## src/rtl/wb_arbiter2.sv

```systemverilog
// Two-master to one-slave Wishbone pipelined arbiter (Ibex instruction/data ports).
// Round-robin on contention, grant held until the master releases cyc and all responses return.
module wb_arbiter2 #(
  parameter int MAX_OUTST = 4
) (
  input  logic        clk,
  input  logic        rst,

  input  logic        m0_cyc,
  input  logic        m0_stb,
  input  logic        m0_we,
  input  logic [3:0]  m0_sel,
  input  logic [31:0] m0_adr,
  input  logic [31:0] m0_dat_i,
  output logic [31:0] m0_dat_o,
  output logic        m0_ack,
  output logic        m0_err,
  output logic        m0_stall,

  input  logic        m1_cyc,
  input  logic        m1_stb,
  input  logic        m1_we,
  input  logic [3:0]  m1_sel,
  input  logic [31:0] m1_adr,
  input  logic [31:0] m1_dat_i,
  output logic [31:0] m1_dat_o,
  output logic        m1_ack,
  output logic        m1_err,
  output logic        m1_stall,

  output logic        s_cyc,
  output logic        s_stb,
  output logic        s_we,
  output logic [3:0]  s_sel,
  output logic [31:0] s_adr,
  output logic [31:0] s_dat_o,
  input  logic [31:0] s_dat_i,
  input  logic        s_ack,
  input  logic        s_err,
  input  logic        s_stall
);

  typedef enum logic [1:0] {
    IDLE = 2'd0,
    GNT0 = 2'd1,
    GNT1 = 2'd2
  } state_t;

  localparam logic [3:0] MAX_CNT = 4'(MAX_OUTST);

  state_t     state, state_nxt;
  logic       last_gnt, last_gnt_nxt;
  logic [3:0] outst, outst_nxt;

  logic       gnt0, gnt1, granted;
  logic       full;
  logic       has_outst;
  logic       accept;
  logic       resp;
  logic       mux_cyc, mux_stb;

  assign gnt0      = (state == GNT0);
  assign gnt1      = (state == GNT1);
  assign granted   = gnt0 | gnt1;
  assign full      = (outst == MAX_CNT);
  assign has_outst = (outst != 4'd0);

  // Master 0 drives the shared slave fields whenever master 1 is not granted,
  // which keeps them at master-0 values while idle.
  assign mux_cyc = gnt1 ? m1_cyc   : m0_cyc;
  assign mux_stb = gnt1 ? m1_stb   : m0_stb;
  assign s_we    = gnt1 ? m1_we    : m0_we;
  assign s_sel   = gnt1 ? m1_sel   : m0_sel;
  assign s_adr   = gnt1 ? m1_adr   : m0_adr;
  assign s_dat_o = gnt1 ? m1_dat_i : m0_dat_i;

  assign s_cyc = granted & mux_cyc;
  assign s_stb = granted & mux_stb & ~full;

  assign accept = s_stb & ~s_stall;
  // A response with nothing outstanding is stray: it is neither counted nor forwarded.
  assign resp   = (s_ack | s_err) & has_outst;

  assign m0_ack   = gnt0 & s_ack & has_outst;
  assign m0_err   = gnt0 & s_err & has_outst;
  assign m1_ack   = gnt1 & s_ack & has_outst;
  assign m1_err   = gnt1 & s_err & has_outst;
  assign m0_stall = gnt0 ? (s_stall | full) : 1'b1;
  assign m1_stall = gnt1 ? (s_stall | full) : 1'b1;
  assign m0_dat_o = s_dat_i;
  assign m1_dat_o = s_dat_i;

  always_comb begin
    // NOTE: every combinationally assigned signal gets a default first so no path infers a latch.
    outst_nxt = outst;
    unique case ({accept, resp})
      2'b10:   outst_nxt = outst + 4'd1;
      2'b01:   outst_nxt = outst - 4'd1;
      default: outst_nxt = outst;
    endcase
  end

  always_comb begin
    state_nxt    = state;
    last_gnt_nxt = last_gnt;
    unique case (state)
      IDLE: begin
        if (m0_cyc && m1_cyc) begin
          if (last_gnt) begin
            state_nxt    = GNT0;
            last_gnt_nxt = 1'b0;
          end else begin
            state_nxt    = GNT1;
            last_gnt_nxt = 1'b1;
          end
        end else if (m0_cyc) begin
          state_nxt    = GNT0;
          last_gnt_nxt = 1'b0;
        end else if (m1_cyc) begin
          state_nxt    = GNT1;
          last_gnt_nxt = 1'b1;
        end
      end
      GNT0: if (!m0_cyc && outst_nxt == 4'd0) state_nxt = IDLE;
      GNT1: if (!m1_cyc && outst_nxt == 4'd0) state_nxt = IDLE;
      default: state_nxt = IDLE;
    endcase
  end

  always_ff @(posedge clk or posedge rst) begin
    // NOTE: sequential state uses non-blocking assignments so all registers update together.
    if (rst) begin
      state    <= IDLE;
      last_gnt <= 1'b1;
      outst    <= 4'd0;
    end else begin
      state    <= state_nxt;
      last_gnt <= last_gnt_nxt;
      outst    <= outst_nxt;
    end
  end

endmodule

```

## config.mk

```make
export PLATFORM = sky130hd
export DESIGN_NAME = wb_arbiter2
export DESIGN_NICKNAME = d
export VERILOG_FILES = /design/src/rtl/wb_arbiter2.sv
export SDC_FILE = /design/constraint.sdc
export NUM_CORES = 1
export LEC_CHECK = 0
export BUFFER_PORTS_ARGS = -buffer_cell sky130_fd_sc_hd__buf_2
export CORE_AREA = 4 4 122 124
export DETAILED_ROUTE_END_ITERATION = 7
export DIE_AREA = 0 0 126 128
export PLACE_DENSITY = 0.5
export SETUP_SLACK_MARGIN = 0.05
export SLEW_MARGIN = 20
export SYNTH_ARGS = -nofsm -noshare
export SYNTH_HDL_FRONTEND = slang
export SYNTH_SLANG_ARGS = --single-unit
```

## constraint.sdc

```tcl
create_clock -name clk -period 8.65 [get_ports clk]
set_input_delay 0.865 -clock clk [delete_from_list [all_inputs] [get_ports clk]]
set_output_delay 0.865 -clock clk [all_outputs]
set_load 0.005 [all_outputs]
```

After elaboration in Yosys (flattened, before gate mapping):

Index checks and enable logic that the tools add are counted.

* logic and storage cells: 62
* output and inout bits: 141
* bits of input ports: 179
* register bits: 7

* muxes and demuxes: 20
* $add $sub $neg: 2
* bitwise logic cells: 18
* equal/unequal tests: 8
* reductions and logical operators: 11

Operator list (number)
* 2-to-1 mux 32 bit: 2
* AND 1 bit: 13
* 2-to-1 mux 2 bit: 6
* 2-to-1 mux 1 bit: 9
* case mux 4 bit (2 select lines): 1
* case mux 2 bit (3 select lines): 1
* adder 4 x 1 -> 4 bit (second input constant): 1
* == test 2 x 1 -> 1 bit (second input constant): 2
* == test 2 bit (second input constant): 2
* == test 4 x 3 -> 1 bit (second input constant): 1
* logical NOT 4 bit: 1
* 2-to-1 mux 4 bit: 1
* != test 2 x 1 -> 1 bit (second input constant): 2
* != test 4 bit (second input constant): 1
* nonzero test 4 bit: 1
* subtractor 4 x 1 -> 4 bit (second input constant): 1
* logical AND 1 bit: 3
* OR 1 bit: 3
* AND reduction 3 bit: 1
* nonzero test 3 bit: 1
* logical NOT 1 bit: 2
* logical NOT 2 bit: 1
* inverter 1 bit: 2
* AND reduction 2 bit: 1

Logic depth before layout (Yosys ltp):

Gate-level depths: netlist of the first run.

* depth in word-level cells: 11
* depth in mapped cells: 15
* gate-level depth less buffers: 13

Worst setup path after synthesis of the first run:

No wires, ideal clock.

* path kind: flip-flop to flip-flop
* start point: reg state[0]
* end point: reg state[0]
* arrival: 3.114 ns
* slack: 5.407 ns
* setup time: 0.129 ns
* period minus slack after synthesis: 3.243 ns
* stages on the path, launching flop included: 16
* path buffers: 2
* data required time: 8.521 ns
* cell sequence: dfrtp_1 > inv_1 > ha_1 > clkbuf_1 > buf_1 > mux2_2 > nand3_1 > ha_1 > xor2_1 > ha_1 > a21oi_1 > mux2i_1 > xnor2_1 > o211ai_2 > a222oi_1 > o2bb2ai_1

* longest elaborated chain between the ends: 11

RTL lines
* from (decl): RTL line 51 `state_t state, state_nxt;`
* from (signal assigned): RTL line 137 `state <= state_nxt;`
* == test 2 x 1 -> 1 bit / == test 2 bit (equally long branches): RTL line 62, 106, 63
* OR 1 bit / 2-to-1 mux 1 bit (equally long branches): RTL line 64, 71
* AND 1 bit (2 in a row): RTL line 78 `assign s_stb = granted & mux_stb & ~full;`
* AND 1 bit: RTL line 80 `assign accept = s_stb & ~s_stall;`
* == test 2 x 1 -> 1 bit / == test 2 bit (equally long branches): RTL line 96 `unique case ({accept, resp})`
* case mux 4 bit (2 select lines): RTL line 96
* logical NOT 4 bit: RTL line 124, 125
* logical AND 1 bit, on equally long branches: RTL line 125, 124
* != test 2 x 1 -> 1 bit (no source line)
* AND reduction 3 bit (no source line)

Parallel ways exist; a longest one is shown, timed or not.
A chain may end at the register's enable or synchronous reset.

Worst setup path after layout of the first run:

* start point: in s_stall
* end point: reg state[0]

* longest elaborated chain between the ends: 8

RTL lines
* from (decl): RTL line 40 `input logic s_stall`
* inverter 1 bit *: RTL line 80
* AND 1 bit *: RTL line 80
* == test 2 x 1 -> 1 bit / == test 2 bit (equally long branches): RTL line 96
* case mux 4 bit (2 select lines) *: RTL line 96
* logical NOT 4 bit *: RTL line 124, 125
* logical AND 1 bit, on equally long branches: RTL line 125, 124
* != test 2 x 1 -> 1 bit (no source line)
* AND reduction 3 bit (no source line) *

Mark *: on every way between the ends. The rest lies on a longest branch, timed or not.

==> run_summary.xml, run 1 <==
<?xml version="1.0" encoding="UTF-8"?>
<metrics>
  <group name="clock_network">
    <metric name="clock_tree_from_tritoncts" unit="">yes</metric>
    <metric name="cts-root-to-sink-buffers" unit="">2</metric>
    <metric name="post-cts-setup-buffers" unit="">0</metric>
    <metric name="h-tree-depth" unit="">1</metric>
    <metric name="cts_hold_buf" unit="">0</metric>
    <metric name="insertion_delay_to_the_later_sink_of_the_worst_skew_pair" unit="ns">0.24</metric>
    <metric name="cts.sinks" unit="">7</metric>
    <metric name="cts_buffers" unit="">3</metric>
    <metric name="cts_resized" unit="">0</metric>
    <metric name="clk_pin_slew" unit="ns">0.04</metric>
    <metric name="cell_at_the_root_of_the_clock_tree" unit="">clkbuf_16</metric>
  </group>
  <group name="grt">
    <metric name="pin_count_of_the_biggest_net_entering_global_routing" unit="">77</metric>
    <metric name="grt_antenna_before_repair" unit="">1</metric>
    <metric name="number_of_global_route_vias_before_repair" unit="">2165</metric>
    <metric name="globalRoute.totalOverflow" unit="">0</metric>
    <metric name="grt_first_pass_wirelength" unit="mm">13.8</metric>
    <metric name="groute.usage.overall" unit="%">11.2</metric>
  </group>
  <group name="placed_design">
    <metric name="routabilityCongestion" unit="">0.914</metric>
    <metric name="hpwl" unit="mm">8.93</metric>
    <metric name="port_buffers" unit="">223</metric>
    <metric name="post_dp_cell_area" unit="sq um">2790</metric>
    <metric name="dp_worst_setup_slack" unit="ns">5.27</metric>
    <metric name="placed_cells_incl_taps" unit="">547</metric>
  </group>
  <group name="synthesis">
    <metric name="synth.area.top_cells" unit="">mux2_2 (41%), buf_4 (25%), dfrtp_1 (7.7%)</metric>
    <metric name="synth_seq_cells" unit="">7</metric>
    <metric name="synthArstFlopShare" unit="%">100</metric>
    <metric name="ys_warn_count" unit="">0</metric>
    <metric name="synthDominantAreaCellType" unit="">mux2_2</metric>
    <metric name="syn-num-nets" unit="">403</metric>
    <metric name="post_synth_instance_area" unit="sq um">1960</metric>
    <metric name="syn_area_per_cell" unit="sq um">8.98</metric>
    <metric name="syn_inst" unit="">218</metric>
    <metric name="synth-seq-area-share" unit="%">9.01</metric>
    <metric name="netlist.area_leader.share" unit="%">40.8</metric>
    <metric name="ys.flop_type" unit="">dfrtp_1</metric>
    <metric name="ys_types" unit="">32</metric>
    <metric name="synth_edf_count" unit="">0</metric>
  </group>
  <group name="timing">
    <metric name="layout_min_cycle_time" unit="ns">3.16</metric>
    <metric name="timing.final.max_slew_violations" unit="">0</metric>
    <metric name="fin_skew" unit="ns">0.00285</metric>
    <metric name="setup_violations" unit="">0</metric>
    <metric name="max_slew.worst_pin.slew" unit="ns">0.895</metric>
    <metric name="layout_worst_path_cycle_share" unit="%">36.5</metric>
    <metric name="post-route-worst-setup-slack" unit="ns">5.49</metric>
    <metric name="finalSetupTns" unit="ns">0</metric>
    <metric name="fmax" unit="MHz">316</metric>
    <metric name="worst_slew_margin" unit="%">40.3</metric>
    <metric name="setup_repair_after_global_routing_missed_its_margin" unit="">false</metric>
    <metric name="final_hold_viol_count" unit="">0</metric>
    <metric name="smallest_hold_slack" unit="ns">0.493</metric>
  </group>
  <group name="run_status">
    <metric name="result_of_the_run" unit="">finished, final reports clean</metric>
  </group>
  <group name="floorplan">
    <metric name="die_area" unit="sq um">16100</metric>
    <metric name="row_count" unit="">43</metric>
    <metric name="dieHeight" unit="um">128</metric>
    <metric name="die_width" unit="um">126</metric>
    <metric name="top_level_ports" unit="">320</metric>
    <metric name="initial_utilization" unit="%">14.2</metric>
    <metric name="design.core.area" unit="sq um">13800</metric>
  </group>
  <group name="final_layout">
    <metric name="core_utilization_of_the_finished_layout" unit="%">20.9</metric>
    <metric name="layout.cells.most_common" unit="">buf_2</metric>
    <metric name="most-common-layout-cells" unit="">buf_2 (223), mux2_2 (71), inv_1 (8)</metric>
    <metric name="final_design_area_no_fill" unit="sq um">2870</metric>
    <metric name="post_layout_nonfiller_instances" unit="">552</metric>
    <metric name="layout.nets" unit="">557</metric>
    <metric name="area_growth" unit="%">46.7</metric>
    <metric name="layout-drive-gt1-share" unit="%">81.9</metric>
  </group>
  <group name="drt">
    <metric name="postRouteAntennaNets" unit="">0</metric>
    <metric name="drt-wirelength-per-cell" unit="um">17.9</metric>
    <metric name="viasPerCell" unit="">3.82</metric>
    <metric name="drt_drc_violations_left" unit="">0</metric>
    <metric name="dr.pass1.iters" unit="">4</metric>
    <metric name="routed_wirelength" unit="mm">9.91</metric>
    <metric name="drt_iter0_drc" unit="">39</metric>
    <metric name="routed-via-count" unit="">2107</metric>
  </group>
  <group name="min_path">
    <metric name="worst_hold_startpoint" unit="">last_gnt$_DFFE_PP1P_</metric>
    <metric name="hold_path_class" unit="">reg2reg</metric>
  </group>
  <group name="worst_setup_path">
    <metric name="cp.required" unit="ns">8.76</metric>
    <metric name="timing.critical_path.to_type" unit="">register</metric>
    <metric name="timing.critical_path.fanout_max" unit="">7</metric>
    <metric name="crit_path_start_kind" unit="">primary input</metric>
    <metric name="reg2reg_setup_slack" unit="ns">5.51</metric>
    <metric name="critical_path_data_arrival_time" unit="ns">3.27</metric>
    <metric name="startpoint" unit="">s_stall</metric>
    <metric name="r2r_start" unit="">outst[1]$_DFF_PP0_</metric>
    <metric name="classification_of_the_worst_setup_path" unit="">in2reg</metric>
  </group>
  <group name="power">
    <metric name="irDropWorstVdd" unit="uV">107</metric>
    <metric name="power_density" unit="nW/um^2">232</metric>
    <metric name="p_total" unit="mW">0.667</metric>
    <metric name="static-leakage-power" unit="nW">1.49</metric>
  </group>
  <group name="run">
    <metric name="reported_max_cap_violation_count" unit="">0</metric>
  </group>
</metrics>
cell families after synthesis:
group	share of synthesized area (%)
AO/OA/AOI/OAI	6.90
XOR/XNOR	1.79
adder cells (fa/ha/maj)	3.83
buffers and inverters	28.5
flip-flops	9.01
multiplexers	42.4
AND/OR/NAND/NOR	7.60
critical path, cell delays in order:
cell and delay (ns):
buf_2 0.11, a21oi_1 0.22, nand3_1 0.15, ha_1 0.29, xor2_1 0.20, ha_1 0.19, a21oi_1 0.16, mux2i_1 0.24
xnor2_1 0.22, o211ai_2 0.18, a222oi_1 0.32, o2bb2ai_1 0.12
state kept, by name, indices dropped and copies added, names as in the netlist:
| name | cells |
|---|---|
| outst | 4 |
| state | 2 |
| last_gnt | 1 |
final cells by class:
cell class | count | area (sq um)
Antenna cell | 1 | 2.50
Clock buffer | 4 | 78.8
Fill cell | 1551 | 10900
Inverter | 8 | 30.0
Multi-Input combinational cell | 128 | 1240
Sequential cell | 7 | 176
Tap cell | 180 | 225
Timing Repair Buffer | 224 | 1120
where the power goes:
group          internal [mW]  total (mW)  leakage [nW]  switching, mW
Combinational          0.263       0.512          1.37          0.249
Sequential            0.0521      0.0744        0.0829         0.0223
Clock                 0.0615      0.0810        0.0382         0.0195
Total                  0.376       0.667          1.49          0.291
final timing paths:
check                           cells past startpoint                    to
worst max-delay path                               12  state[0]$_DFFE_PP0P_
worst min-delay path                                2  last_gnt$_DFFE_PP1P_
worst max register to register                     12  state[0]$_DFFE_PP0P_
worst min register to register                      2  last_gnt$_DFFE_PP1P_
max in group asynchronous                           2  last_gnt$_DFFE_PP1P_
min in group asynchronous                           2    outst[1]$_DFF_PP0_
metal layers:
metal	routed length, um	GRT usage [%]	up-vias	part of all wire [%]
met5	0	0	-	0
met4	185	3.28	0	1.9
met3	970	3.62	9	9.8
met2	4940	19.1	136	50
met1	3810	13.5	963	38
li1	-	-	999	-
synth_stat cells (2+ instances only):
library cell  number
buf_2              4
xor2_1             2
nor3b_1            2
nor2b_1            2
o211ai_2           2
nor2_1             5
a21oi_1            7
and3_1             4
dfrtp_1            6
buf_4             64
buf_1              5
ha_1               6
nand2_1            7
mux2i_1            3
o2bb2ai_1          2
o21ai_0            2
mux2_2            71
xnor2_1            2
a222oi_1           2
inv_1              8
Power figures use the tool's default switching activity.
==> inputs of run 2 (changes only) <==
--- a/config.mk
+++ b/config.mk
@@ -5,11 +5,12 @@
 export SDC_FILE = /design/constraint.sdc
 export NUM_CORES = 1
 export LEC_CHECK = 0
+export ABC_AREA = 1
 export BUFFER_PORTS_ARGS = -buffer_cell sky130_fd_sc_hd__buf_2
-export CORE_AREA = 4 4 122 124
+export CORE_AREA = 4 4 123 125
 export DETAILED_ROUTE_END_ITERATION = 7
-export DIE_AREA = 0 0 126 128
-export PLACE_DENSITY = 0.5
+export DIE_AREA = 0 0 127 129
+export PLACE_DENSITY = 0.49
 export SETUP_SLACK_MARGIN = 0.05
 export SLEW_MARGIN = 20
 export SYNTH_ARGS = -nofsm -noshare
==> constraint.sdc (replaced) <==
create_clock -name clk -period 3.3 [get_ports clk]
set_input_delay 0.33 -clock clk [delete_from_list [all_inputs] [get_ports clk]]
set_output_delay 0.33 -clock clk [all_outputs]
set_load 0.005 [all_outputs]
==> run_summary.xml, run 2 <==
<?xml version="1.0" encoding="UTF-8"?>
<metrics>
  <group name="run_status">
    <metric name="result_of_the_run" unit="">finished, final reports clean</metric>
  </group>
  <group name="final_layout">
    <metric name="antenna_cells_inserted" unit="">0</metric>
    <metric name="layout_top_registers" unit="">outst: 4 flops, state: 2 flops, last_gnt: 1 flops</metric>
    <metric name="layout.filler_cells" unit="">1647</metric>
    <metric name="layout.nets" unit="">719</metric>
    <metric name="area_growth" unit="%">46.2</metric>
    <metric name="layout.cells.most_common" unit="">nand2_1</metric>
    <metric name="layout-drive-gt1-share" unit="%">44.7</metric>
    <metric name="core_utilization_of_the_finished_layout" unit="%">20.7</metric>
    <metric name="max_ffs_per_register" unit="">4</metric>
    <metric name="largest-register" unit="">outst</metric>
    <metric name="most-common-layout-cells" unit="">nand2_1 (232), buf_2 (223), inv_1 (18)</metric>
  </group>
  <group name="timing">
    <metric name="setup_repair_after_global_routing_missed_its_margin" unit="">false</metric>
    <metric name="max_slew.worst_pin.slew" unit="ns">0.746</metric>
    <metric name="smallest_hold_slack" unit="ns">0.0207</metric>
    <metric name="fmax" unit="MHz">363</metric>
    <metric name="setup_violations" unit="">0</metric>
    <metric name="worst_slew_margin" unit="%">50.3</metric>
    <metric name="layout_min_cycle_time" unit="ns">2.75</metric>
    <metric name="timing.final.max_slew_violations" unit="">0</metric>
    <metric name="fin_skew" unit="ns">0.00103</metric>
    <metric name="final_hold_viol_count" unit="">0</metric>
    <metric name="layout_worst_path_cycle_share" unit="%">83.4</metric>
    <metric name="finalSetupTns" unit="ns">0</metric>
  </group>
  <group name="synthesis">
    <metric name="ys.flop_type" unit="">dfrtp_1</metric>
    <metric name="syn_area_per_cell" unit="sq um">5.14</metric>
    <metric name="netlist.area_leader.share" unit="%">44.3</metric>
    <metric name="ys_types" unit="">26</metric>
    <metric name="ys_warn_count" unit="">0</metric>
    <metric name="synthMostInstantiatedCell" unit="">nand2_1</metric>
    <metric name="ys_top_cells_by_count" unit="">nand2_1 (232), buf_4 (64), inv_1 (18)</metric>
    <metric name="synth.area.top_cells" unit="">nand2_1 (44%), buf_4 (24%), dfrtp_1 (7.6%)</metric>
    <metric name="synthDominantAreaCellType" unit="">nand2_1</metric>
    <metric name="post_synth_instance_area" unit="sq um">1970</metric>
    <metric name="synth_edf_count" unit="">0</metric>
    <metric name="synthArstFlopShare" unit="%">100</metric>
    <metric name="synth_seq_cells" unit="">7</metric>
    <metric name="synth-seq-area-share" unit="%">8.97</metric>
    <metric name="syn_inst" unit="">383</metric>
    <metric name="syn-num-nets" unit="">568</metric>
  </group>
  <group name="grt">
    <metric name="grt_antenna_before_repair" unit="">0</metric>
    <metric name="globalRoute.totalOverflow" unit="">0</metric>
    <metric name="number_of_global_route_vias_before_repair" unit="">2467</metric>
    <metric name="grt_first_pass_wirelength" unit="mm">11.6</metric>
    <metric name="pin_count_of_the_biggest_net_entering_global_routing" unit="">74</metric>
    <metric name="groute.usage.overall" unit="%">8.44</metric>
  </group>
  <group name="min_path">
    <metric name="hold_path_class" unit="">in2async</metric>
  </group>
  <group name="floorplan">
    <metric name="initial_utilization" unit="%">14.2</metric>
    <metric name="design.core.area" unit="sq um">13900</metric>
    <metric name="die_width" unit="um">127</metric>
    <metric name="dieHeight" unit="um">129</metric>
    <metric name="top_level_ports" unit="">320</metric>
    <metric name="row_count" unit="">43</metric>
    <metric name="die_area" unit="sq um">16400</metric>
  </group>
  <group name="worst_setup_path">
    <metric name="timing.critical_path.fanout_max" unit="">8</metric>
    <metric name="critical_path_data_arrival_time" unit="ns">2.87</metric>
    <metric name="classification_of_the_worst_setup_path" unit="">reg2reg</metric>
    <metric name="crit_path_start_kind" unit="">register</metric>
    <metric name="cp.required" unit="ns">3.42</metric>
    <metric name="timing.critical_path.to_type" unit="">register</metric>
  </group>
  <group name="power">
    <metric name="static-leakage-power" unit="nW">1.90</metric>
    <metric name="irDropWorstVdd" unit="uV">419</metric>
    <metric name="p_total" unit="mW">1.81</metric>
    <metric name="power_density" unit="nW/um^2">630</metric>
  </group>
  <group name="placed_design">
    <metric name="hpwl" unit="mm">6.66</metric>
    <metric name="routabilityCongestion" unit="">0.759</metric>
    <metric name="port_buffers" unit="">223</metric>
  </group>
  <group name="clock_network">
    <metric name="clk_pin_slew" unit="ns">0.04</metric>
    <metric name="cell_at_the_root_of_the_clock_tree" unit="">clkbuf_16</metric>
    <metric name="cts_buffers" unit="">3</metric>
    <metric name="insertion_delay_to_the_later_sink_of_the_worst_skew_pair" unit="ns">0.23</metric>
    <metric name="cts_hold_buf" unit="">0</metric>
    <metric name="post-cts-setup-buffers" unit="">0</metric>
    <metric name="h-tree-depth" unit="">1</metric>
    <metric name="cts.sinks" unit="">7</metric>
    <metric name="cts_resized" unit="">0</metric>
    <metric name="cts-root-to-sink-buffers" unit="">2</metric>
    <metric name="clock_tree_from_tritoncts" unit="">yes</metric>
  </group>
  <group name="drt">
    <metric name="met3WireLength" unit="um">864</metric>
    <metric name="viasPerCell" unit="">3.67</metric>
    <metric name="drt_drc_violations_left" unit="">0</metric>
    <metric name="drt-wirelength-per-cell" unit="um">11.0</metric>
    <metric name="drt_iter0_drc" unit="">96</metric>
    <metric name="wl_met2" unit="mm">3.87</metric>
    <metric name="dr.pass1.iters" unit="">4</metric>
    <metric name="routed_wirelength" unit="mm">7.86</metric>
    <metric name="highest-signal-layer" unit="">met4</metric>
    <metric name="detail_route.wirelength.met1" unit="mm">2.94</metric>
    <metric name="postRouteAntennaNets" unit="">0</metric>
    <metric name="routed-via-count" unit="">2614</metric>
  </group>
  <group name="run">
    <metric name="reported_max_cap_violation_count" unit="">0</metric>
  </group>
</metrics>
==> run 2: cell types whose count changed after synthesis, sizes merged, moves of 3 or more <==
cell    delta
a21oi      -3
and3       -4
buf        -8
clkbuf    +13
inv       +11
mux2      -71
nand2    +229
nand3      +7
nor3       +3
==> run 2: worst paths after layout <==
check | slack, ns | cells past startpoint | end | from
min in group clk | 0.47 | 2 | last_gnt$_DFFE_PP1P_ | last_gnt$_DFFE_PP1P_
worst max register to register | 0.55 | 17 | state[1]$_DFFE_PP0P_ | outst[2]$_DFF_PP0_
worst min register to register | 0.47 | 2 | last_gnt$_DFFE_PP1P_ | last_gnt$_DFFE_PP1P_
worst max-delay path | 0.55 | 17 | state[1]$_DFFE_PP0P_ | outst[2]$_DFF_PP0_
max in group asynchronous | 3.01 | 2 | last_gnt$_DFFE_PP1P_ | rst
worst min-delay path | 0.02 | 2 | outst[2]$_DFF_PP0_ | rst
==> run 2: layout make-up <==
type                    instances  area, sq um  area share, %
well taps                     180          225           7.83
inverters                      19         71.3           2.48
repair buffers                226         1150           40.0
flip-flops and latches          7          176           6.14
clock buffers                   4         78.8           2.74
multi-input cells             277         1170           40.8
==> run 2: per-layer routing <==
metal  global-route usage, %  vias up
li1                        -     1388
met1                    10.0     1056
met2                    14.8      136
met3                    2.37       34
met4                    2.65        0
met5                       0        -
==> run 2: worst max-delay path, stage by stage, from the launching register on <==
cell and delay, ns:
dfrtp_1 0.44, nor4_1 0.31, buf_4 0.18, a21oi_1 0.06, ha_1 0.26, nand2_1 0.07
inv_1 0.05, nor2_1 0.12, ha_1 0.25, nand2_2 0.07, nand2_2 0.04, or2_1 0.23
nor2_2 0.13, nand4_1 0.11, nand2_2 0.10, nand3_2 0.10, nand2_1 0.06, nand2_1 0.04
==> run 2: where the power goes <==
group | switching (mW) | internal (mW)
registers | 0.0476 | 0.136
logic | 0.830 | 0.596
clock network | 0.0432 | 0.161
total | 0.920 | 0.892
==> run 2: cell families (layout without fill, tap and decap cells) <==
| kind of cell | Yosys count | in the layout | share of synthesized area (%) |
|---|---|---|---|
| buffers and inverters | 99 | 249 | 31.6 |
| XOR/XNOR | 2 | 2 | 0.891 |
| flip-flops | 7 | 7 | 8.97 |
| adder cells (fa/ha/maj) | 6 | 6 | 3.82 |
| multiplexers | 1 | 1 | 0.509 |
| AO/OA/AOI/OAI | 9 | 9 | 2.54 |
| AND/OR/NAND/NOR | 259 | 259 | 51.7 |
==> run 2: per-stage QoR <==
| step | cells | area, sq um | setup slack, ns |
|---|---|---|---|
| 2_1_floorplan | 383 | 1970 | 0.537 |
| 3_3_place_gp | 709 | 2800 | 0.572 |
| 3_5_place_dp | 709 | 2800 | 0.526 |
| 4_1_cts | 713 | 2880 | 0.502 |
| 5_1_grt | 713 | 2880 | 0.265 |
| 6_report | 713 | 2880 | 0.549 |
